### src/rtl/lane_mux_rr.sv
`default_nettype none
// ============================================================================
// Module      : lane_mux_rr
// Description : Multi-lane input buffer with a per-lane FIFO and a single
//               registered output. Lanes are arbitrated round-robin by
//               default, or by fixed priority (lowest lane wins) when the
//               macro LANE_MUX_STRICT_PRIO_EN is defined.
// Revision    : 1.0 - initial release
// ============================================================================
module lane_mux_rr #(
    parameter int LANES = 4,
    parameter int WIDTH = 8,
    parameter int DEPTH = 4
) (
    input  wire logic                                     clk,
    input  wire logic                                     reset,
    input  wire logic [LANES-1:0]                         valid_in,
    input  wire logic [LANES*WIDTH-1:0]                   data_in,
    output logic      [LANES-1:0]                         full_out,
    output logic      [LANES-1:0]                         overflow,
    input  wire logic                                     ready_in,
    output logic                                          valid_out,
    output logic      [WIDTH-1:0]                         data_out,
    output logic      [((LANES > 1) ? $clog2(LANES) : 1)-1:0] lane_out
);

    localparam int c_LW = (LANES > 1) ? $clog2(LANES) : 1;
    localparam int c_AW = $clog2(DEPTH);
    localparam logic [c_AW:0] c_CNT_ONE  = (c_AW+1)'(1);
    localparam logic [c_AW:0] c_CNT_FULL = (c_AW+1)'(DEPTH);

    logic [LANES-1:0]  w_push;
    logic [LANES-1:0]  w_pop;
    logic [LANES-1:0]  w_nempty;
    logic [WIDTH-1:0]  w_head [LANES];
    logic              w_load;
    logic              w_any;
    logic              w_found;
    logic [c_LW-1:0]   w_grant;
    logic [c_LW-1:0]   w_cand;

    logic              r_valid;
    logic [WIDTH-1:0]  r_data;
    logic [c_LW-1:0]   r_lane;

    // The output register is free when empty or when its word is being taken.
    assign w_load = ~r_valid | ready_in;
    assign w_any  = |w_nempty;

    // ------------------------------------------------------------------------
    // Per-lane FIFOs
    // ------------------------------------------------------------------------
    genvar g;
    generate
        for (g = 0; g < LANES; g++) begin : g_lane
            logic [WIDTH-1:0] r_mem [DEPTH];
            logic [c_AW-1:0]  r_wptr;
            logic [c_AW-1:0]  r_rptr;
            logic [c_AW:0]    r_count;
            logic [c_AW:0]    w_count_nxt;
            logic             r_full;
            logic             r_ovf;

            // Full is based on pre-edge occupancy, so a write racing a pop
            // on a full FIFO is still dropped.
            assign w_push[g]   = valid_in[g] & ~r_full;
            assign w_pop[g]    = w_load & w_any & (w_grant == c_LW'(g));
            assign w_nempty[g] = (r_count != '0);
            assign w_head[g]   = r_mem[r_rptr];
            assign full_out[g] = r_full;
            assign overflow[g] = r_ovf;

            // Next occupancy; simultaneous push and pop leaves it unchanged.
            always_comb begin
                w_count_nxt = r_count;
                if (w_push[g] && !w_pop[g]) begin
                    w_count_nxt = r_count + c_CNT_ONE;
                end else if (!w_push[g] && w_pop[g]) begin
                    w_count_nxt = r_count - c_CNT_ONE;
                end
            end

            // Pointer, occupancy, full and sticky overflow state.
            always_ff @(posedge clk) begin
                if (reset) begin
                    r_wptr  <= '0;
                    r_rptr  <= '0;
                    r_count <= '0;
                    r_full  <= 1'b0;
                    r_ovf   <= 1'b0;
                end else begin
                    if (w_push[g]) begin
                        r_wptr <= r_wptr + c_AW'(1);
                    end
                    if (w_pop[g]) begin
                        r_rptr <= r_rptr + c_AW'(1);
                    end
                    r_count <= w_count_nxt;
                    r_full  <= (w_count_nxt == c_CNT_FULL);
                    if (valid_in[g] && r_full) begin
                        r_ovf <= 1'b1;
                    end
                end
            end

            // Storage array; no reset needed since pointers define contents.
            always_ff @(posedge clk) begin
                if (!reset && w_push[g]) begin
                    r_mem[r_wptr] <= data_in[g*WIDTH +: WIDTH];
                end
            end
        end
    endgenerate

    // ------------------------------------------------------------------------
    // Arbitration
    // ------------------------------------------------------------------------
`ifdef LANE_MUX_STRICT_PRIO_EN
    // Fixed priority: lowest-numbered non-empty lane wins.
    always_comb begin
        w_grant = '0;
        w_found = 1'b0;
        w_cand  = '0;
        for (int k = 0; k < LANES; k++) begin
            w_cand = c_LW'(k);
            if (!w_found && w_nempty[w_cand]) begin
                w_found = 1'b1;
                w_grant = w_cand;
            end
        end
    end
`else
    logic [c_LW-1:0] r_last;

    // Round-robin: first non-empty lane searching upward from last grant + 1.
    always_comb begin
        w_grant = '0;
        w_found = 1'b0;
        w_cand  = '0;
        for (int k = 1; k <= LANES; k++) begin
            w_cand = c_LW'((int'(r_last) + k) % LANES);
            if (!w_found && w_nempty[w_cand]) begin
                w_found = 1'b1;
                w_grant = w_cand;
            end
        end
    end

    // Last grant moves only when a word is actually popped.
    always_ff @(posedge clk) begin
        if (reset) begin
            r_last <= c_LW'(LANES - 1);
        end else if (w_load && w_any) begin
            r_last <= w_grant;
        end
    end
`endif

    // ------------------------------------------------------------------------
    // Output register
    // ------------------------------------------------------------------------
    // Load the granted head word whenever the output slot is free.
    always_ff @(posedge clk) begin
        if (reset) begin
            r_valid <= 1'b0;
            r_data  <= '0;
            r_lane  <= '0;
        end else if (w_load) begin
            if (w_any) begin
                r_valid <= 1'b1;
                r_data  <= w_head[w_grant];
                r_lane  <= w_grant;
            end else begin
                r_valid <= 1'b0;
            end
        end
    end

    assign valid_out = r_valid;
    assign data_out  = r_data;
    assign lane_out  = r_lane;

endmodule
`default_nettype wire
### config.mk
export PLATFORM = sky130hd
export DESIGN_NAME = lane_mux_rr
export DESIGN_NICKNAME = d
export VERILOG_FILES = /design/src/rtl/lane_mux_rr.sv
export SDC_FILE = /design/constraint.sdc
export NUM_CORES = 1
export LEC_CHECK = 0
export CAP_MARGIN = 20
export CORE_ASPECT_RATIO = 1.5
export CORE_MARGIN = 10
export CORE_UTILIZATION = 40
export CTS_BUF_LIST = sky130_fd_sc_hd__clkbuf_2 sky130_fd_sc_hd__clkbuf_4 sky130_fd_sc_hd__clkbuf_8
export DETAILED_ROUTE_END_ITERATION = 8
export PLACE_DENSITY = 0.61
export SKIP_LAST_GASP = 1
export SYNTH_ARGS = -nofsm -noshare
export SYNTH_HDL_FRONTEND = slang
export SYNTH_SLANG_ARGS = --single-unit
### constraint.sdc
create_clock -name clk -period 3.4 [get_ports clk]
set_input_delay 0.85 -clock clk [delete_from_list [all_inputs] [get_ports clk]]
set_output_delay 0.85 -clock clk [all_outputs]
set_load 0.03 [all_outputs]
# ---- After elaboration in Yosys (flattened, before gate mapping)
# Memory sizes are Yosys's and may differ from the RTL's. A register that Yosys moved wholly into a read port is not among the register bits.
# Index checks and enable logic that the tools add are counted.
dict set report totals {
  register_bits 49
  ramBits 128
  out_inout_bits 19
  elab_cells 158
  n_memories 4
}
# memory depth word_bits rd rd_ports_with_merged_regs write_ports line
set memory_table {}
lappend memory_table {{g_lane[0].r_mem} 4 8 1 1 1 56} ;# logic [WIDTH-1:0] r_mem [DEPTH];
lappend memory_table {{g_lane[1].r_mem} 4 8 1 1 1 56}
lappend memory_table {{g_lane[2].r_mem} 4 8 1 1 1 56}
lappend memory_table {{g_lane[3].r_mem} 4 8 1 1 1 56}
dict set report op_classes {
  addsub 20
  order_cmp 5
  n_eq_ne 7
  mux 43
  n_bitwise 16
  reduce_logical 39
}
# operator n
set ops {}
lappend ops {{two-way mux 2 bit} 12}
lappend ops {{two-way mux 3 bit} 8}
lappend ops {{adder 2 x 1 -> 2 bit, second input constant} 10}
lappend ops {{logical AND 1 bit} 20}
lappend ops {{binary-select mux 8 bit (select 2 bit)} 1}
lappend ops {{two-way mux 1 bit} 16}
lappend ops {{two-way mux 8 bit} 2}
lappend ops {{adder 3 x 1 -> 3 bit, second input constant} 4}
lappend ops {{equality test 3 bit, second input constant} 4}
lappend ops {{logical NOT 1 bit} 12}
lappend ops {{less-than comparator 2 x 3 -> 1 bit, second input constant} 4}
lappend ops {{nonzero test 3 bit} 4}
lappend ops {{subtractor 3 x 1 -> 3 bit, second input constant} 4}
lappend ops {{AND 1 bit} 9}
lappend ops {{binary-select mux 1 bit (select 2 bit)} 4}
lappend ops {{NOT 1 bit} 5}
lappend ops {{adder 2 bit, second input constant} 2}
lappend ops {{equality test 2 bit, second input constant} 2}
lappend ops {{OR reduction 4 bit} 1}
lappend ops {{greater-or-equal comparator 3 bit, second input constant} 1}
lappend ops {{NOT 2 -> 3 bit} 1}
lappend ops {{equality test 2 x 1 -> 1 bit, second input constant} 1}
lappend ops {{logical NOT 2 bit} 1}
lappend ops {{AND reduction 2 bit} 1}
lappend ops {{bitwise OR 1 bit} 1}

# ---- Longest topological paths before layout
# Gate-level depths: netlist of run 1.
dict set report depth {
  depth_word 19
  mapped_depth 9
  depth_no_buf 8
}

# ---- Worst setup path after synthesis of run 1
# Ideal clock, no wire load.
dict set report synth_path {
  kind {register to register}
  startpoint {register g_lane[1].r_count[0]}
  endpoint {register g_lane[0].r_full}
  setup_time_ps 91
  t_arrival_ps 2249
  required_ps 3309
  setup_slack_ps 1060
  path_stages_with_launch 9
  synth_period_minus_slack_ps 2340
  cell_sequence {dfxtp_1 inv_1 ha_1 nor2b_2 o32a_4 a221oi_4 xnor2_1 or3_1 a311oi_1}
}
dict set report synth_via {
  elab_chain_len 19
}
# element line
set synth_lines {}
lappend synth_lines {{from (decl)} 59} ;# logic [c_AW:0] r_count;
lappend synth_lines {{from (signal assigned)} 98} ;# r_count <= w_count_nxt;
lappend synth_lines {{nonzero test 3 bit (*)} 68} ;# assign w_nempty[g] = (r_count != '0);
lappend synth_lines {{binary-select mux 1 bit (select 2 bit)} 142} ;# if (!w_found && w_nempty[w_cand]) begin
lappend synth_lines {{two-way mux 1 bit (not written as such)} 142}
lappend synth_lines {{two-way mux 1 bit} 142}
lappend synth_lines {{logical NOT 1 bit} 142}
lappend synth_lines {{logical AND 1 bit} 142}
lappend synth_lines {{two-way mux 1 bit} 142}
lappend synth_lines {{logical NOT 1 bit} 142}
lappend synth_lines {{[3 not listed]} -}
lappend synth_lines {{logical AND 1 bit} 142}
lappend synth_lines {{two-way mux 2 bit} 142}
lappend synth_lines {{logical NOT 2 bit} 67} ;# assign w_pop[g] = w_load & w_any & (w_grant == c_LW'(g));
lappend synth_lines {{AND 1 bit (*)} 67}
lappend synth_lines {{logical AND 1 bit or logical NOT 1 bit (tied branches)} {78, 76}}
lappend synth_lines {{two-way mux 3 bit or logical AND 1 bit (tied branches)} {78, 76}}
lappend synth_lines {{two-way mux 3 bit (*)} 76} ;# if (w_push[g] && !w_pop[g]) begin
lappend synth_lines {{equality test 3 bit (*)} 99} ;# r_full <= (w_count_nxt == c_CNT_FULL);
lappend synth_lines {{to (signal assigned)} 99}
lappend synth_lines {{to (decl)} 61} ;# logic r_full;
# Mark *: on every way between the ends. The rest lies on a longest branch, timed or not. The select of a mux whose other input is x is not followed.
# A chain may end at the register's enable or synchronous reset.

# ---- Worst setup path after layout of run 1
dict set report layout_path {
  startpoint {register g_lane[3].r_count[0]}
  endpoint {register g_lane[3].r_full}
}
dict set report layout_via {
  elab_chain_len 19
}
# element line
set layout_lines {}
lappend layout_lines {{from (decl)} 59}
lappend layout_lines {{from (signal assigned)} 98}
lappend layout_lines {{nonzero test 3 bit} 68}
lappend layout_lines {{binary-select mux 1 bit (select 2 bit)} 142}
lappend layout_lines {{two-way mux 1 bit (not written as such)} 142}
lappend layout_lines {{two-way mux 1 bit} 142}
lappend layout_lines {{logical NOT 1 bit} 142}
lappend layout_lines {{logical AND 1 bit} 142}
lappend layout_lines {{two-way mux 1 bit} 142}
lappend layout_lines {{logical NOT 1 bit} 142}
lappend layout_lines {{[3 not listed]} -}
lappend layout_lines {{logical AND 1 bit} 142}
lappend layout_lines {{two-way mux 2 bit} 142}
lappend layout_lines {{equality test 2 bit} 67}
lappend layout_lines {{AND 1 bit} 67}
lappend layout_lines {{logical AND 1 bit or logical NOT 1 bit (tied branches)} {78, 76}}
lappend layout_lines {{two-way mux 3 bit or logical AND 1 bit (tied branches)} {78, 76}}
lappend layout_lines {{two-way mux 3 bit (*)} 76}
lappend layout_lines {{equality test 3 bit (*)} 99}
lappend layout_lines {{to (signal assigned)} 99}
lappend layout_lines {{to (decl)} 61}
# Marked as above.

==> results.cfg, run 1 <==
[status]
status = finished clean

[pwr]
peakVddDrop_mv = 0.554
total_power_mw = 7.21
leakagePower_nw = 3.10
powerDensity_mw_per_mm2 = 800

[synthesis]
synth.most_common_cell = edfxtp_1
synth_edf_count = 128
ys_types = 53
ys.flop_type = edfxtp_1
syn_inst = 529
synthArstFlopShare_pct = 0
synth_warnings = 0
synthesis.area_mm2 = 0.00780
avgSynthCellArea_um2 = 14.7
synth_top_cell_by_area = edfxtp_1
netlist_top_cells_area = edfxtp_1, dfxtp_1, mux4_2
yosysSeqAreaShare_pct = 63.9
synth_top_area_share_pct = 49.3
yosys-top-cells-count = edfxtp_1, dfxtp_1, nor2_1, mux4_2, nand2_1
synth_seq_cells = 185
syn-num-nets = 596

[placement]
placed_cells = 818
finalWeightedCongestion = 0.839
dp_hpwl_um = 11400
placed_area_mm2 = 0.00859
port_buffers = 57
pre_cts_slack_ps = 507

[worst_setup_path]
arrival_ps = 3320
r2r_slack_ps = 450
cp_cell_sequence = inv_1, ha_1, and2b_1, o221ai_2, a21o_1, a21oi_1, or4_1, a32oi_1
path_delay_family = compound AO/OA/AOI/OAI gates
path_max_fanout = 20
critPathMaxStageDelay_ps = 650
worst-setup-path-type = register to register
cp.required_ps = 3780
crit_path_top_delay_cell = a21o_1
crit_path_end_kind = register
critPathBufInv = 1
crit_path_start_kind = register

[timing]
finalSetupTns_ps = 0
finalWorstSetupSlack_ps = 454
holdWs_ps = 452
rsz0062_at_grt = no
period_minus_slack_ps = 2950
drv_slew = 0
finalSetupViolations = 0
skew_ps = 14.9
slew_headroom_pct = 51.6
worstMarginPinSlew_ps = 726
hold_viol = 0
clock.fmax_ghz = 0.339
final.period_utilization_pct = 86.6

[detailed_routing]
vias = 4312
drc = 0
drt_iter0_drc = 274
wl_per_cell_um = 18.2
antenna_left = 0
via_per_inst = 5.07
drt_first_pass_iters = 5
finalWirelength_um = 15500

[finish]
final_util_pct = 47.1
drive_gt1_share_pct = 14.6
num_antenna_cells = 0
final_area_mm2 = 0.00902
stdcell_count = 850
area_growth_pct = 15.7
fill_cells = 1714
nNetsFinal = 648

[job]
maxCapViolCount = 0

[floorplanning]
core_mm2 = 0.0192
initial_utilization_pct = 40.7
die_area_mm2 = 0.0256
die_w_um = 134
rows = 62
die_h_um = 191
pin_count = 58

[global_routing]
grt_max_degree = 25
grtUsageTotal_pct = 12.5
gr-total-overflow = 0
grt_pass1_vias = 4494
antenna_found_initial = 0
grt_pass1_wl_um = 24500

[clock_tree]
cts_buffers = 17
ctsHoldBuffers = 0
cts_tree = built
cts-root-buf = clkbuf_8
cts_resized = 0
worstSkewPairLatency_ps = 460
numClockSinks = 185
clk_path_buf_depth = 2
clk_pin_slew_worst_paths_ps = 90
cts_htree_levels = 4
post_cts_buffers = 0

[hold_path]
hold_class = register to register
-- metal layers --
layer	vias to the layer above	track usage, %	share of wire [%]	wire length (um)
met2	76	22.8	55	8510
met1	2140	13.7	40	6260
met5	-	0	0	0
met4	0	3.53	1.1	168
met3	14	3.44	3.6	563
li1	2082	-	-	-
-- power breakdown --
group / internal (mW) / switching (mW) / total (mW)
logic: 1.20 / 1.51 / 2.72
registers: 2.69 / 0.244 / 2.93
clock network: 0.803 / 0.759 / 1.56
-- worst reg2reg max path: cells and delay by family (launching register included) --
kind | cells | cell delay [ps]
AOI/OAI and AO/OA | 4 | 1450
buffers and inverters | 1 | 100
adders and majority gates | 1 | 210
DFF | 1 | 430
and+or+nand+nor | 2 | 670
-- area by class of cell --
cell class / count / area, um2 / area share (%)
multi-input combinational: 295 / 2600 / 28.8
clock inverter: 15 / 199 / 2.20
clock buffer: 17 / 234 / 2.59
tap: 256 / 320 / 3.55
timing repair buffer: 64 / 618 / 6.85
inverter: 18 / 67.6 / 0.749
sequential: 185 / 4980 / 55.2
-- registers in the layout, summed over array words and instances, names as in the netlist, named ones only --
signal / count
g_lane.r_mem: 128
g_lane.r_count: 12
data_out: 8
g_lane.r_rptr: 8
g_lane.r_wptr: 8
g_lane.r_full: 4
g_lane.r_ovf: 4
lane_out: 2
r_last: 2
valid_out: 1
-- kinds of logic (layout without fill, tap and decap cells) --
family | Yosys count | after routing | synth area share, %
simple gates | 133 | 133 | 8.58
xor+xnor | 19 | 19 | 2.31
fa+ha+maj | 29 | 29 | 4.62
buf+inv | 49 | 114 | 2.79
flops | 185 | 185 | 63.9
compound gates | 64 | 64 | 6.01
mux | 50 | 50 | 11.8
-- placed cells by master, fill, tap and decap left out, types with 15 or more instances in the layout --
master	instances
edfxtp_1	128
dfxtp_1	57
clkdlybuf4s50_1	56
nor2_1	33
nand2_1	32
mux4_2	32
ha_1	28
a21oi_1	24
inv_1	18
clkbuf_8	17
and3_1	15
-- path summary, 6_finish.rpt --
kind              cells past startpoint                            start                           to
setup reg to reg                      8  g_lane[3].r_count[0]$_SDFF_PP0_  g_lane[3].r_full$_SDFF_PP0_
hold reg to reg                       2         data_out[1]$_SDFFE_PP0P_     data_out[1]$_SDFFE_PP0P_
setup / recovery                      8  g_lane[3].r_count[0]$_SDFF_PP0_  g_lane[3].r_full$_SDFF_PP0_
hold / removal                        2         data_out[1]$_SDFFE_PP0P_     data_out[1]$_SDFFE_PP0P_
Power figures use the tool's default switching activity.
==> inputs of run 2 (changes only) <==
- clock period: 3.4 -> 3.17 ns (I/O delays scaled with it)
==> run 2 against run 1 <==
  * Global-route usage is 0.71 points higher
  * Die area stayed put
  * Worst hold slack better by 5.4 ps
  * Clock skew hardly changed
  * Clock power hardly changed
  * Largest cell class unchanged
  * Highest routed layer unchanged
==> results.cfg, run 2 (synthesis gave the netlist of run 1 again) <==
[detailed_routing]
via_per_inst = 5.04
drc = 0
antenna_left = 0
drt_first_pass_iters = 4
vias = 4288
drt_iter0_drc = 243
wl_per_cell_um = 18.9
finalWirelength_um = 16100

[timing]
clock.fmax_ghz = 0.370
drv_slew = 0
skew_ps = 15.1
finalSetupViolations = 0
final.period_utilization_pct = 85.3
worstMarginPinSlew_ps = 609
hold_viol = 0
rsz0062_at_grt = no
slew_headroom_pct = 59.3
period_minus_slack_ps = 2700
finalWorstSetupSlack_ps = 468
finalSetupTns_ps = 0

[pwr]
leakagePower_nw = 3.08
peakVddDrop_mv = 0.484
powerDensity_mw_per_mm2 = 854

[finish]
layout_commonest_cell = edfxtp_1
num_antenna_cells = 0
drive_gt1_share_pct = 14.8
largest_reg_flops = 128
multi_input_area_mm2 = 0.00260
nNetsFinal = 649
register_area_mm2 = 0.00498
top_register = g_lane.r_mem
reg_top3 = g_lane.r_mem x128, g_lane.r_count x12
fill_cells = 1738
area_growth_pct = 15.3
layout_common_cells = edfxtp_1, dfxtp_1, clkdlybuf4s50_1

[placement]
pre_cts_slack_ps = 312
port_buffers = 57
finalWeightedCongestion = 0.807
dp_hpwl_um = 11700

[global_routing]
grt_pass1_vias = 4724
grt_max_degree = 49
grtUsageTotal_pct = 13.2
gr-total-overflow = 0
grt_pass1_wl_um = 25500
antenna_found_initial = 0

[status]
status = finished clean

[floorplanning]
die_h_um = 191
die_area_mm2 = 0.0256
initial_utilization_pct = 40.7
rows = 62
pin_count = 58
die_w_um = 134
core_mm2 = 0.0192

[worst_setup_path]
crit_path_start_kind = register
crit_start = g_lane[3].r_count[0]$_SDFF_PP0_
worst_r2r_endpoint = g_lane[1].r_full$_SDFF_PP0_
r2r_slack_ps = 470
worst-path-stages = 9
critPathMaxStageDelay_ps = 500
crit_path_end_kind = register
path_delay_family = compound AO/OA/AOI/OAI gates
r2r_start = g_lane[3].r_count[0]$_SDFF_PP0_
path_max_fanout = 22
arrival_ps = 3080
r2r_cells = 9
crit_end = g_lane[1].r_full$_SDFF_PP0_
worst-setup-path-type = register to register
cp.required_ps = 3550
critPathBufInv = 2
crit_path_top_delay_cell = or4b_1
cp_cell_sequence = inv_1, ha_1, and2b_1, o221ai_2, a21o_1, buf_4, a21oi_1, or4b_1, a22oi_1

[clock_tree]
post_cts_buffers = 0
worstSkewPairLatency_ps = 460
cts_htree_levels = 4
cts_tree = built
clk_path_buf_depth = 2
numClockSinks = 185
ctsHoldBuffers = 0
cts_resized = 0
cts_buffers = 17
cts-root-buf = clkbuf_8
clk_pin_slew_worst_paths_ps = 100

[hold_path]
hold_class = register to register
hold_start = data_out[1]$_SDFFE_PP0P_
hold_path_depth = 2

[job]
maxCapViolCount = 0
-- run 2: cell count changes in the layout (fill, tap and decap cells not counted) --
cell,delta
buf_4,+1
clkinv_2,-1
clkinvlp_4,+2
bufinv_16,-2
clkinvlp_2,-1
clkinv_4,-1
inv_6,+2
inv_8,+1
-- run 2: how the worst min path moves through the flow --
stage                              endpoint  slack [ps]
2_1_floorplan  g_lane[0].r_ovf$_SDFFE_PP0P_         440
3_3_place_gp       data_out[4]$_SDFFE_PP0P_         450
3_5_place_dp       data_out[1]$_SDFFE_PP0P_         450
4_1_cts            data_out[1]$_SDFFE_PP0P_         460
5_1_grt            data_out[3]$_SDFFE_PP0P_         490
6_report           data_out[1]$_SDFFE_PP0P_         460
-- run 2: power by group --
part           total [mW]  internal (mW)  switching [mW]
Combinational        2.96           1.31            1.65
Clock                1.57          0.715           0.857
Sequential           3.16           2.89           0.270
Total                7.68           4.91            2.77
-- run 2: layer usage --
| metal | global-route usage [%] | vias to the layer above | wire length (um) |
|---|---|---|---|
| li1 | - | 2080 | - |
| met1 | 13.9 | 2126 | 6260 |
| met2 | 24.3 | 69 | 8980 |
| met3 | 3.65 | 13 | 557 |
| met4 | 4.70 | 0 | 276 |
| met5 | 0 | - | 0 |
-- run 2: cell type report --
cell class              instances  area share [%]
flip-flops and latches        185            55.4
clock buffers                  17            2.60
inverters                      18           0.751
multi-input cells             295            28.9
repair buffers                 65            6.95
clock inverters                15            1.82
well taps                     256            3.56
-- run 2: per-stage QoR --
stage	area, um2	hold slack, ps	cells	utilization, %	power (mW)
after floorplan	7800	438	529	-	5.33
after global placement	8600	448	819	44.9	6.08
after detailed placement	8600	449	819	44.9	6.18
after CTS	9000	460	851	47.0	7.77
after global routing	9000	493	851	47.0	8.22
final	9000	458	851	47.0	7.68
-- run 2: worst register-to-register path: stages, from the launching register on --
cell	delay, ps
dfxtp_1	430
inv_1	100
ha_1	210
and2b_1	220
o221ai_2	330
a21o_1	170
buf_4	290
a21oi_1	170
or4b_1	500
a22oi_1	200
